File: src/rtl/ropuf_pkg.sv
// Shared RO-PUF definitions: measurement FSM encoding and default count/window sizing
// used by the window counter, the count comparator and the challenge controller.
package ropuf_pkg;

    typedef enum logic [1:0] {
        IDLE  = 2'd0,
        ARM   = 2'd1,
        COUNT = 2'd2,
        LATCH = 2'd3
    } ro_state_t;

    localparam int RO_CNT_W  = 4;
    localparam int RO_WIN_W  = 8;
    localparam int RO_WINDOW = 200;
    localparam int RO_FLUSH  = 3;

endpackage

File: src/rtl/ro_edge_sync.sv
// 2-flop synchronizer plus previous-value flop; edge_pulse is one clk per synchronized rise.
// Latency: a rise sampled at edge k pulses in the cycle after edge k+1; no backpressure.
module ro_edge_sync (
    input  logic clk,
    input  logic reset,
    input  logic async_in,
    output logic edge_pulse
);

    logic r_meta;
    logic r_sync;
    logic r_prev;

    always_ff @(posedge clk or posedge reset) begin
        if (reset) begin
            r_meta <= 1'b0;
            r_sync <= 1'b0;
            r_prev <= 1'b0;
        end else begin
            r_meta <= async_in;
            r_sync <= r_meta;
            r_prev <= r_sync;
        end
    end

    assign edge_pulse = r_sync & ~r_prev;

endmodule

File: src/rtl/ro_count_window.sv
// Gates an RO pair for WINDOW clk cycles and reports saturating rising-edge counts.
// Latency: start on edge N gives done in cycle N+1+FLUSH+WINDOW; start ignored while busy.
module ro_count_window
    import ropuf_pkg::*;
#(
    parameter int CNT_W  = RO_CNT_W,
    parameter int WIN_W  = RO_WIN_W,
    parameter int WINDOW = RO_WINDOW,
    parameter int FLUSH  = RO_FLUSH
) (
    input  logic             clk,
    input  logic             reset,
    input  logic             start,
    input  logic             ro0,
    input  logic             ro1,
    output logic             ro_en,
    output logic             busy,
    output logic             done,
    output logic [CNT_W-1:0] count0,
    output logic [CNT_W-1:0] count1,
    output logic             sat0,
    output logic             sat1
);

    localparam logic [WIN_W-1:0] FLUSH_LAST = WIN_W'(FLUSH - 1);
    localparam logic [WIN_W-1:0] WIN_LAST   = WIN_W'(WINDOW - 1);
    localparam logic [CNT_W-1:0] CNT_MAX    = '1;

    ro_state_t               r_state;
    ro_state_t               w_next;
    logic [WIN_W-1:0]        r_timer;
    logic [1:0][CNT_W-1:0]   r_cnt;
    logic [1:0]              r_sat;
    logic [1:0]              w_edge;
    logic                    w_clear;

    ro_edge_sync u_sync0 (
        .clk        (clk),
        .reset      (reset),
        .async_in   (ro0),
        .edge_pulse (w_edge[0])
    );

    ro_edge_sync u_sync1 (
        .clk        (clk),
        .reset      (reset),
        .async_in   (ro1),
        .edge_pulse (w_edge[1])
    );

    assign w_clear = (r_state == IDLE) && start;

    always_ff @(posedge clk or posedge reset) begin
        if (reset) begin
            r_state <= IDLE;
        end else begin
            r_state <= w_next;
        end
    end

    always_comb begin
        w_next = r_state;
        ro_en  = 1'b0;
        busy   = 1'b1;
        case (r_state)
            IDLE: begin
                busy = 1'b0;
                if (start) begin
                    w_next = ARM;
                end
            end
            ARM: begin
                ro_en = 1'b1;
                if (r_timer == FLUSH_LAST) begin
                    w_next = COUNT;
                end
            end
            COUNT: begin
                ro_en = 1'b1;
                if (r_timer == WIN_LAST) begin
                    w_next = LATCH;
                end
            end
            LATCH: begin
                w_next = IDLE;
            end
            default: begin
                w_next = IDLE;
            end
        endcase
    end

    // Timer restarts from 0 on entry to both ARM and COUNT.
    always_ff @(posedge clk or posedge reset) begin
        if (reset) begin
            r_timer <= '0;
        end else begin
            case (r_state)
                ARM:     r_timer <= (r_timer == FLUSH_LAST) ? '0 : r_timer + 1'b1;
                COUNT:   r_timer <= r_timer + 1'b1;
                default: r_timer <= '0;
            endcase
        end
    end

    // The sticky flag sets as the counter reaches all-ones, so it is set whenever the count pins.
    always_ff @(posedge clk or posedge reset) begin
        if (reset) begin
            r_cnt <= '0;
            r_sat <= '0;
        end else begin
            for (int i = 0; i < 2; i++) begin
                if (w_clear) begin
                    r_cnt[i] <= '0;
                    r_sat[i] <= 1'b0;
                end else if ((r_state == COUNT) && w_edge[i]) begin
                    if (r_cnt[i] != CNT_MAX) begin
                        r_cnt[i] <= r_cnt[i] + 1'b1;
                    end
                    if (r_cnt[i] >= CNT_MAX - 1'b1) begin
                        r_sat[i] <= 1'b1;
                    end
                end
            end
        end
    end

    always_ff @(posedge clk or posedge reset) begin
        if (reset) begin
            done   <= 1'b0;
            count0 <= '0;
            count1 <= '0;
            sat0   <= 1'b0;
            sat1   <= 1'b0;
        end else begin
            done <= (r_state == LATCH);
            if (r_state == LATCH) begin
                count0 <= r_cnt[0];
                count1 <= r_cnt[1];
                sat0   <= r_sat[0];
                sat1   <= r_sat[1];
            end
        end
    end

endmodule

File: config.mk
export PLATFORM = sky130hd
export DESIGN_NAME = ro_count_window
export DESIGN_NICKNAME = d
export VERILOG_FILES = /design/src/rtl/ropuf_pkg.sv /design/src/rtl/ro_edge_sync.sv /design/src/rtl/ro_count_window.sv
export SDC_FILE = /design/constraint.sdc
export NUM_CORES = 1
export LEC_CHECK = 0
export ABC_CLOCK_PERIOD_IN_PS = 3300
export CAP_MARGIN = 40
export CORE_MARGIN = 5
export CORE_UTILIZATION = 51
export DETAILED_ROUTE_END_ITERATION = 8
export PLACE_DENSITY_LB_ADDON = 0.3
export REMOVE_ABC_BUFFERS = 1
export SLEW_MARGIN = 10
export SYNTH_ARGS = -nofsm -noshare
export SYNTH_HDL_FRONTEND = slang
export SYNTH_HIERARCHICAL = 1
export SYNTH_SLANG_ARGS = --single-unit
export TNS_END_PERCENT = 1
File: constraint.sdc
create_clock -name clk -period 3.3 [get_ports clk]
set_input_delay 0.66 -clock clk [delete_from_list [all_inputs] [get_ports clk]]
set_output_delay 0.66 -clock clk [all_outputs]
set_load 0.01 [all_outputs]
# Word level (Yosys, flattened, before mapping)
# Cells that the tools add are included.
# op_classes
add_sub_neg	3
magnitude_cmp	2
eq_ne	10
mux	20
bitwise_logic	4
reduce_logical	16
# ops
cell	n
$mux W4	6
$pmux W8 S2	1
$reduce_bool A2 Y1	6
$add A4 B1 Y4 const B	2
$add A8 B1 Y8 const B	1
$eq A8 B2 Y1 const B	1
$eq A8 B8 Y1 const B	1
$ge A4 B4 Y1 const B	2
$mux W1	8
$mux W8	1
$ne A4 B4 Y1 const B	2
$pmux W2 S4	1
$reduce_and A2 Y1	4
$mux W2	3
$ne A2 B2 Y1 const B	3
$eq A2 B2 Y1 const B	2
$logic_and A1 B1 Y1	3
$reduce_and A3 Y1	1
$and A1 B1 Y1	2
$eq A2 B1 Y1 const B	1
$logic_not A2 Y1	1
$not A1 Y1	2
$reduce_or A2 Y1	1
# word_totals
register_bits	37
in_bits	5
out_inout_bits	13
word_cells	72

# Depth between registers and ports, before layout
# Gate-level depths: netlist of run 1.
# logic_depth
depth_word	5
ltp_mapped	6
mapped_depth_nobuf	6

# Cells and area by module
# Netlist of run 1, hierarchy kept.
# by_module_without_submodules
mod	instances	cells_per_inst	area_each_um2	seq_area_each_um2
ro_count_window	1	135	1511.4	775.7
ro_edge_sync	2	5	92.6	75.1

# Worst setup path after synthesis of run 1
# No wires, ideal clock.
# synth_timing
kind	register to register
start	register r_timer[0]
end	register r_state[1]
setup_time_ns	0.125
arrival_ns	1.570
required_time_ns	3.175
slack_ns	1.605
stages_incl_launch_ff	7
n_path_buf	0
period_less_slack_ns	1.695
cell_sequence	dfrtp_1 > inv_1 > ha_1 > or4b_4 > o21ai_2 > nand3_2 > mux2_4
# synth_via
elab_chain_len	3
elab_cells_between_ends	5
cone_classes	eq/ne: 4; reduce/logical: 1
# synth_lines
item	line	rtl
start: declaration	ro_count_window.sv:31	logic [WIN_W-1:0] r_timer;
start signal: assignment	ro_count_window.sv:99	ARM: r_timer <= (r_timer == FLUSH_LAST) ? '0 : r_timer + 1'b1;
start signal: assignment	ro_count_window.sv:100	COUNT: r_timer <= r_timer + 1'b1;
$eq A8 B2 Y1 / $eq A8 B8 Y1 (equally long branches)	ro_count_window.sv:74, ro_count_window.sv:80	
$ne A2 B2 Y1 (no source line)	-	
$reduce_and A3 Y1 (no source line) *	-	
end signal: assignment	ro_count_window.sv:57	r_state <= w_next;
end: declaration	ro_count_window.sv:29	ro_state_t r_state;
# Mark *: on every way between the ends. The rest lies on a longest branch, timed or not.
# A chain may end at the register's enable or synchronous reset.

# Worst setup path in the final report of run 1
# layout_timing
start	register r_state[1]
end	output port ro_en
# layout_via
elab_chain_len	3
elab_cells_between_ends	4
cone_classes	eq/ne: 2; mux: 1; reduce/logical: 1
# layout_lines
item	line	rtl
$eq A2 B2 Y1 / $eq A2 B1 Y1 (equally long branches)	ro_count_window.sv:65	case (r_state)
$reduce_or A2 Y1 (no source line) *	-	
$mux W1 *	ro_count_window.sv:65	
end: declaration	ro_count_window.sv:16	output logic ro_en,
# Marked as above.

==> PnR_summary.wiki, run 1 <==
{| class="wikitable"
! Metric !! Value
|-
| Outcome || completed
|-
| Vertical extent of the die || between 60 and 70 um
|-
| Number of max-cap violations || 0
|-
| Worst setup path category || flip-flop to primary output
|-
| Sequential-to-total area share from yosys stat || between 50 and 60%
|-
| Final Worst Setup Slack || 880 ps
|-
| Worst-case headroom to the max-slew limit || about two thirds
|-
| Data required time at the worst endpoint || around 2600 ps
|-
| Max VDD drop || between 0.3 and 0.4 mV
|-
| Total routing resource utilization after global routing || approximately 15%
|-
| Gp weighted congestion || a little under 0.8
|-
| Number of buffers created by CTS || 5
|-
| Final number of setup-violating endpoints || 0
|-
| Cells after synthesis || around 150
|-
| CTS tree || yes
|-
| Cell Area, Synth || 1700 um2
|-
| Wire length on met2 || between 1000 and 1500 um
|-
| Count of distinct cell types in the synthesized netlist || 28
|-
| Layout cell share with drive strength beyond 1 || 17.2%
|-
| Final core occ || between 60 and 70%
|-
| Initial core utilization || 51.7%
|-
| Area growth from synthesis to layout || 18.4%
|-
| DIE AREA || between 4000 and 5000 um2
|-
| Number of nets in the layout || around 180
|-
| Number of optimization iterations in the first detailed-route pass || 4
|-
| Pwr per Cell Area || 398 nW/um2
|-
| Total wire length after detailed routing || ~2800 um
|-
| Overall via count from detail_route || 1094
|-
| Count of synthesis-stage warnings from yosys || 6
|-
| CTS H-tree depth || 2
|-
| Min Clock Period, post-route || 2420 ps
|-
| Vias in the first global route || 1085
|-
| Unrepaired setup endpoints after global routing || false
|-
| Ant diodes || 0
|-
| Clk slew on worst S/H paths || about 110 ps
|-
| Final global-route overflow total || 0
|-
| CTS Sinks || 37
|-
| Largest net degree at the start of global routing || 32
|-
| Layout filler cell count || between 200 and 300
|-
| Number of antenna violations at the first check in global routing || 0
|-
| Final critical-path share of the clock period || 73.3%
|-
| Number of top-level design ports || 18
|-
| Routed Antenna Nets || 0
|-
| Setup TNS || 0 ps
|-
| Transition time of the tightest slew-check pin || 521 ps
|-
| Pre-CTS setup slack || 1270 ps
|-
| Startpoint of the most critical setup path || r_state[1]$_DFFE_PP0P_
|-
| Site Rows || 21
|-
| M1 WL || around 1300 um
|-
| Nature of the critical path endpoint || primary output
|-
| Path class of the lowest-slack min-delay path || flip-flop to flip-flop
|-
| Top routing layer used || met4
|-
| Final hold viol count || 0
|-
| Worst R2R End || r_state[1]$_DFFE_PP0P_
|-
| Clock Tree Buf Depth || 2
|-
| Achievable frequency || roughly 410 MHz
|-
| Sequential cell area || between 900 and 1000 um2
|-
| Hold_sp || u_sync1/r_meta$_DFF_PP0_
|-
| Clock Skew || around 23 ps
|-
| Endpoint of the most critical setup path || ro_en
|-
| First-pass GRT wire length || 4900 um
|-
| Largest driver fanout on the critical path || 4
|-
| Footprint of the multi-input gates || 722 um2
|-
| WL met3 || about 140 um
|-
| Count of hold-fix buffers inserted at cts || 0
|-
| Setup fix buffers added after clock tree synthesis || 0
|-
| DRC errors left || 0
|-
| Root buf cell || sky130_fd_sc_hd__clkbuf_4
|-
| Number of stages on the worst hold path || 0
|-
| Horiz. Die Dim || between 60 and 70 um
|-
| Internal reg-to-reg setup slack || ~1500 ps
|-
| Type of origin of the critical path || flip-flop
|-
| Register bit total from synthesis || 37
|-
| Average routed wire per standard cell || around 13 um
|-
| HPWL after DPL || just over 2000 um
|-
| Iteration-0 DRC Markers || 42
|-
| Number of slew-limit violations in the final report || 0
|-
| Final Hold Slack || about 360 ps
|-
| CORE AREA || about 3300 um2
|-
| Leakage component of the power || around 0.91 nW
|-
| Routed vias/inst || around 5.1
|-
| Critical path data arrival time || 1760 ps
|-
| Post-Syn Area per Cell || 11.7 um2
|-
| R2R Path Start || r_timer[0]$_DFF_PP0_
|-
| IO Port Bufs || 17
|-
| Clock latency at the later pin of the worst-skew pair || between 300 and 400 ps
|-
| Post-cts resize count || 0
|-
| Number of cells traversed by the worst register-to-register path || 6
|}
==> state kept, by name, indices dropped and copies added, names as in the netlist, 2 cells and up <==
name	count
r_timer	8
r_cnt	8
count1	4
r_state	2
count0	4
r_sat	2
==> worst max-delay path, stage by stage, from the launching register on <==
cell and delay [ps]:
sky130_fd_sc_hd__dfrtp_1 410, sky130_fd_sc_hd__inv_1 100, sky130_fd_sc_hd__ha_1 360, sky130_fd_sc_hd__clkdlybuf4s50_1 560
==> metal layers <==
| layer | global-route usage [%] | up-vias |
|---|---|---|
| met4 | 6.08 | 0 |
| met5 | 0 | - |
| met2 | 22.5 | 22 |
| li1 | - | 531 |
| met1 | 18.7 | 534 |
| met3 | 4.99 | 7 |
==> synthesized netlist by cell type <==
cell type | instances | share of area, %
sky130_fd_sc_hd__a211oi_1 | 6 | 2.7
sky130_fd_sc_hd__a32oi_1 | 1 | 0.52
sky130_fd_sc_hd__and3_2 | 1 | 0.44
sky130_fd_sc_hd__nand3_1 | 6 | 1.8
sky130_fd_sc_hd__nor2b_4 | 2 | 1.6
sky130_fd_sc_hd__nor2_1 | 23 | 5.1
sky130_fd_sc_hd__o21ai_2 | 1 | 0.52
sky130_fd_sc_hd__o21ai_4 | 1 | 0.96
sky130_fd_sc_hd__nand2b_1 | 1 | 0.37
sky130_fd_sc_hd__mux2_2 | 10 | 6.6
sky130_fd_sc_hd__xor2_1 | 4 | 2.1
sky130_fd_sc_hd__and2_1 | 1 | 0.37
sky130_fd_sc_hd__nor3_1 | 2 | 0.59
sky130_fd_sc_hd__and3_1 | 3 | 1.1
sky130_fd_sc_hd__nand3_2 | 1 | 0.59
sky130_fd_sc_hd__dfrtp_1 | 37 | 55
sky130_fd_sc_hd__nand4_1 | 1 | 0.37
sky130_fd_sc_hd__or4b_4 | 1 | 0.81
sky130_fd_sc_hd__o21ai_1 | 1 | 0.29
sky130_fd_sc_hd__ha_1 | 11 | 8.1
sky130_fd_sc_hd__xnor2_1 | 8 | 4.1
sky130_fd_sc_hd__a21oi_1 | 2 | 0.59
sky130_fd_sc_hd__inv_1 | 11 | 2.4
sky130_fd_sc_hd__mux2_4 | 1 | 0.88
sky130_fd_sc_hd__o21a_2 | 1 | 0.52
sky130_fd_sc_hd__nand2_1 | 5 | 1.1
sky130_fd_sc_hd__clkbuf_1 | 2 | 0.44
sky130_fd_sc_hd__or3_2 | 1 | 0.44
==> per-stage QoR <==
| stage | cells | power (mW) | instance area (um2) |
|---|---|---|---|
| 5_1_grt | 215 | 0.832 | 2010 |
| 3_5_place_dp | 207 | 0.488 | 1920 |
| 6_report | 215 | 0.799 | 2010 |
| 3_3_place_gp | 207 | 0.487 | 1920 |
| 4_1_cts | 215 | 0.807 | 2010 |
| 2_1_floorplan | 143 | 0.478 | 1690 |
==> cells in the final DEF, fill, tap and decap left out, drive strengths merged <==
cell,count
clkbuf,5
a32oi,1
clkdlybuf4s50,17
ha,11
a211oi,6
nand3,7
inv,11
clkinv,1
a21oi,2
and2,1
nand2b,1
mux2,11
nor2,23
clkinvlp,1
dfrtp,37
nor2b,2
or3,1
or4b,1
nand2,5
buf,1
o21ai,3
bufinv,1
nand4,1
and3,4
xnor2,8
o21a,1
xor2,4
nor3,2
==> layout make-up <==
type | instances | area share [%]
multi-input cells | 95 | 36.0
inverters | 11 | 2.06
clock buffers | 5 | 1.87
flip-flops and latches | 37 | 46.1
clock inverters | 3 | 2.31
repair buffers | 18 | 8.85
well taps | 46 | 2.87
==> kinds of logic after synthesis <==
| family | share of synthesized area, % |
|---|---|
| xor+xnor | 6.19 |
| compound gates | 6.05 |
| buf+inv | 2.88 |
| simple gates | 14.7 |
| mux | 7.52 |
| flops | 54.6 |
| fa+ha+maj | 8.11 |
==> report_power, final <==
part	internal [mW]	switching [mW]
sequential	0.457	0.00195
combinational	0.00792	0.0117
clock	0.160	0.160
==> how the worst min path moves through the flow <==
stage | endpoint | slack [ps]
floorplan | u_sync0/r_sync$_DFF_PP0_ | 330
global placement | u_sync1/r_sync$_DFF_PP0_ | 330
detailed placement | u_sync1/r_sync$_DFF_PP0_ | 340
CTS | u_sync1/r_sync$_DFF_PP0_ | 360
global route | u_sync1/r_sync$_DFF_PP0_ | 380
finish | u_sync1/r_sync$_DFF_PP0_ | 360
Power figures use the tool's default switching activity.
==> run 2: changes to the inputs <==
ABC_CLOCK_PERIOD_IN_PS = 2450   (was 3300)
clock period = 2.45 ns   (was 3.3 ns; I/O delays follow)
==> run 2 against run 1 <==
  * Critical path depth unchanged
  * Register-to-register slack got worse by 870 ps
  * Sequential share of layout area decreased by 0.43 points
  * First-iteration DRC count increased by 17%
  * Critical endpoint unchanged
  * Largest power group unchanged
==> PnR_summary.wiki, run 2 (synthesis gave the netlist of run 1 again) <==
{| class="wikitable"
! Metric !! Value
|-
| Data required time at the worst endpoint || 1960 ps (-680 ps)
|-
| Clock Tree Buf Depth || 2 (unchanged)
|-
| Sw Pwr || 0.220 mW (+27%)
|-
| Type of origin of the critical path || flip-flop
|-
| Final critical-path share of the clock period || slightly above 90%
|-
| Number of buffers created by CTS || 5 (unchanged)
|-
| Most frequent cells in the layout || 37 x sky130_fd_sc_hd__dfrtp_1, 23 x sky130_fd_sc_hd__nor2_1, 17 x sky130_fd_sc_hd__clkdlybuf4s50_1
|-
| CORE AREA || 3280 um2 (unchanged)
|-
| Area growth from synthesis to layout || 19.5%
|-
| Nature of the critical path endpoint || primary output
|-
| Sw frac || 18.9% (-2.8 points)
|-
| Final Worst Setup Slack || 198 ps (-682 ps)
|-
| CTS tree || yes
|-
| Vertical extent of the die || 67.7 um (unchanged)
|-
| Post-cts resize count || 0 (unchanged)
|-
| Overall via count from detail_route || 1124 (+2.7%)
|-
| Routed Antenna Nets || 0 (unchanged)
|-
| Pwr per Cell Area || 573 nW/um2 (+44%)
|-
| Final number of setup-violating endpoints || 0 (unchanged)
|-
| Final global-route overflow total || 0 (unchanged)
|-
| Routed vias/inst || 5.23 (+2.7%)
|-
| Final Hold Slack || 345 ps (-16.2 ps)
|-
| HPWL after DPL || 2210 um (+7.9%)
|-
| Setup TNS || 0 ps (unchanged)
|-
| Achievable frequency || 444 MHz
|-
| Min Clock Period, post-route || approximately 2300 ps
|-
| Ant diodes || 0 (unchanged)
|-
| Number of slew-limit violations in the final report || 0 (unchanged)
|-
| Layout filler cell count || 276 (-0.36%)
|-
| Largest registers ranked by flip-flop count || r_cnt: 8 flops, r_timer: 8 flops
|-
| Leakage component of the power || 0.925 nW (+1.5%)
|-
| Number of top-level design ports || 18 (unchanged)
|-
| Setup fix buffers added after clock tree synthesis || 0 (unchanged)
|-
| Max VDD drop || 0.304 mV (-13%)
|-
| Unrepaired setup endpoints after global routing || false
|-
| Number of nets in the layout || 184 (unchanged)
|-
| Gp weighted congestion || 0.764 (-2.5%)
|-
| Clock latency at the later pin of the worst-skew pair || 340 ps (-20 ps)
|-
| Count of hold-fix buffers inserted at cts || 0 (unchanged)
|-
| Layout cell share with drive strength beyond 1 || 17.2% (unchanged)
|-
| Pre-CTS setup slack || 554 ps (-711 ps)
|-
| Number of antenna violations at the first check in global routing || 0 (unchanged)
|-
| First-pass GRT wire length || 4970 um (+1.4%)
|-
| Fraction of power consumed by combinational cells || 2.3% (-0.2 points)
|-
| Clock share of power || 44.5% (+4.4 points)
|-
| Root buf cell || sky130_fd_sc_hd__clkbuf_4
|-
| Outcome || completed
|-
| Cell internal pwr || 0.942 mW (+51%)
|-
| Transition time of the tightest slew-check pin || 581 ps (+60.5 ps)
|-
| CTS Sinks || 37 (unchanged)
|-
| Average routed wire per standard cell || 14.0 um (+9.1%)
|-
| Worst-case headroom to the max-slew limit || 61.2% (-4.0 points)
|-
| CTS H-tree depth || 2 (unchanged)
|-
| Largest driver fanout on the critical path || 4 (unchanged)
|-
| Vias in the first global route || 1120 (+3.2%)
|-
| Total routing resource utilization after global routing || 15.0% (+0.42 points)
|-
| Worst setup path category || flip-flop to primary output
|-
| Number of optimization iterations in the first detailed-route pass || 4 (unchanged)
|-
| Largest net degree at the start of global routing || 32 (unchanged)
|-
| Number of max-cap violations || 0 (unchanged)
|-
| Total wire length after detailed routing || 3010 um (+9.1%)
|-
| DIE AREA || 4580 um2 (unchanged)
|-
| Path class of the lowest-slack min-delay path || input port to asynchronous set/reset pin
|-
| Horiz. Die Dim || 67.7 um (unchanged)
|-
| Part of the total power dissipated in sequential elements || 53.2% (-4.3 points)
|-
| Iteration-0 DRC Markers || 49 (+17%)
|-
| DRC errors left || 0 (unchanged)
|-
| Initial core utilization || 51.7% (unchanged)
|-
| IO Port Bufs || 17 (unchanged)
|-
| Clock Skew || 15.6 ps (-7.78 ps)
|-
| Final hold viol count || 0 (unchanged)
|-
| Site Rows || 21 (unchanged)
|-
| Most common cell after layout, fill and taps aside || sky130_fd_sc_hd__dfrtp_1
|-
| Clk slew on worst S/H paths || 120 ps (about the same)
|-
| Critical path data arrival time || 1760 ps (about the same)
|}
==> run 2: cell types whose count changed in the layout (fill, tap and decap cells not counted), sizes merged <==
cell	change
bufinv	+1
clkinvlp	-1
==> run 2: final cells by class <==
class / instances / area (um2) / area share [%]
Sequential cell: 37 / 926 / 45.7
Multi-Input combinational cell: 95 / 722 / 35.6
Timing Repair Buffer: 18 / 178 / 8.77
Clock inverter: 3 / 65.1 / 3.21
Tap cell: 46 / 57.6 / 2.84
Inverter: 11 / 41.3 / 2.04
Clock buffer: 5 / 37.5 / 1.85
==> run 2: metrics by stage <==
| stage | cells | power, mW | instance area (um2) | utilization (%) |
|---|---|---|---|---|
| 3_5_place_dp | 207 | 0.658 | 1920 | 58.6 |
| 6_report | 215 | 1.16 | 2030 | 61.7 |
| 4_1_cts | 215 | 1.18 | 2030 | 61.7 |
| 3_3_place_gp | 207 | 0.656 | 1920 | 58.6 |
| 5_1_grt | 215 | 1.22 | 2030 | 61.7 |
| 2_1_floorplan | 143 | 0.644 | 1690 | - |
==> run 2: power groups by stage <==
stage / combinational (mW) / sequential, mW / clock [mW]
2_1_floorplan: 0.0150 / 0.629 / 0
3_3_place_gp: 0.0268 / 0.630 / 0
3_5_place_dp: 0.0278 / 0.630 / 0
4_1_cts: 0.0280 / 0.618 / 0.534
5_1_grt: 0.0308 / 0.619 / 0.569
6_report: 0.0268 / 0.618 / 0.517
==> run 2: path summary, 6_finish.rpt <==
kind | start | to | slack, ps | cells past startpoint
max in group asynchronous | reset | count1[0]$_DFFE_PP0P_ | 1580 | 3
worst max-delay path | r_state[1]$_DFFE_PP0P_ | ro_en | 200 | 3
worst max register to register | r_timer[0]$_DFF_PP0_ | r_state[1]$_DFFE_PP0P_ | 660 | 6
min in group clk | u_sync1/r_meta$_DFF_PP0_ | u_sync1/r_sync$_DFF_PP0_ | 360 | 0
worst min register to register | u_sync1/r_meta$_DFF_PP0_ | u_sync1/r_sync$_DFF_PP0_ | 360 | 0
worst min-delay path | reset | u_sync0/r_prev$_DFF_PP0_ | 350 | 2
==> run 2: worst max-delay path, stage by stage (launching register included) <==
cell and delay (ps):
sky130_fd_sc_hd__dfrtp_1 410, sky130_fd_sc_hd__inv_1 100, sky130_fd_sc_hd__ha_1 360, sky130_fd_sc_hd__clkdlybuf4s50_1 560
==> run 2: layer usage <==
metal / global-route usage [%] / wire length (um) / up-vias
met5: 0 / 0 / -
met4: 6.08 / 48 / 0
met3: 5.49 / 136 / 6
met2: 24.8 / 1530 / 22
met1: 17.6 / 1290 / 566
li1: - / - / 530
==> run 3: changes to the inputs <==
SLEW_MARGIN = 0   (was 10)
==> results of run 3 <==
Same layout as run 2: the final DEF is identical, and so are final timing and power.
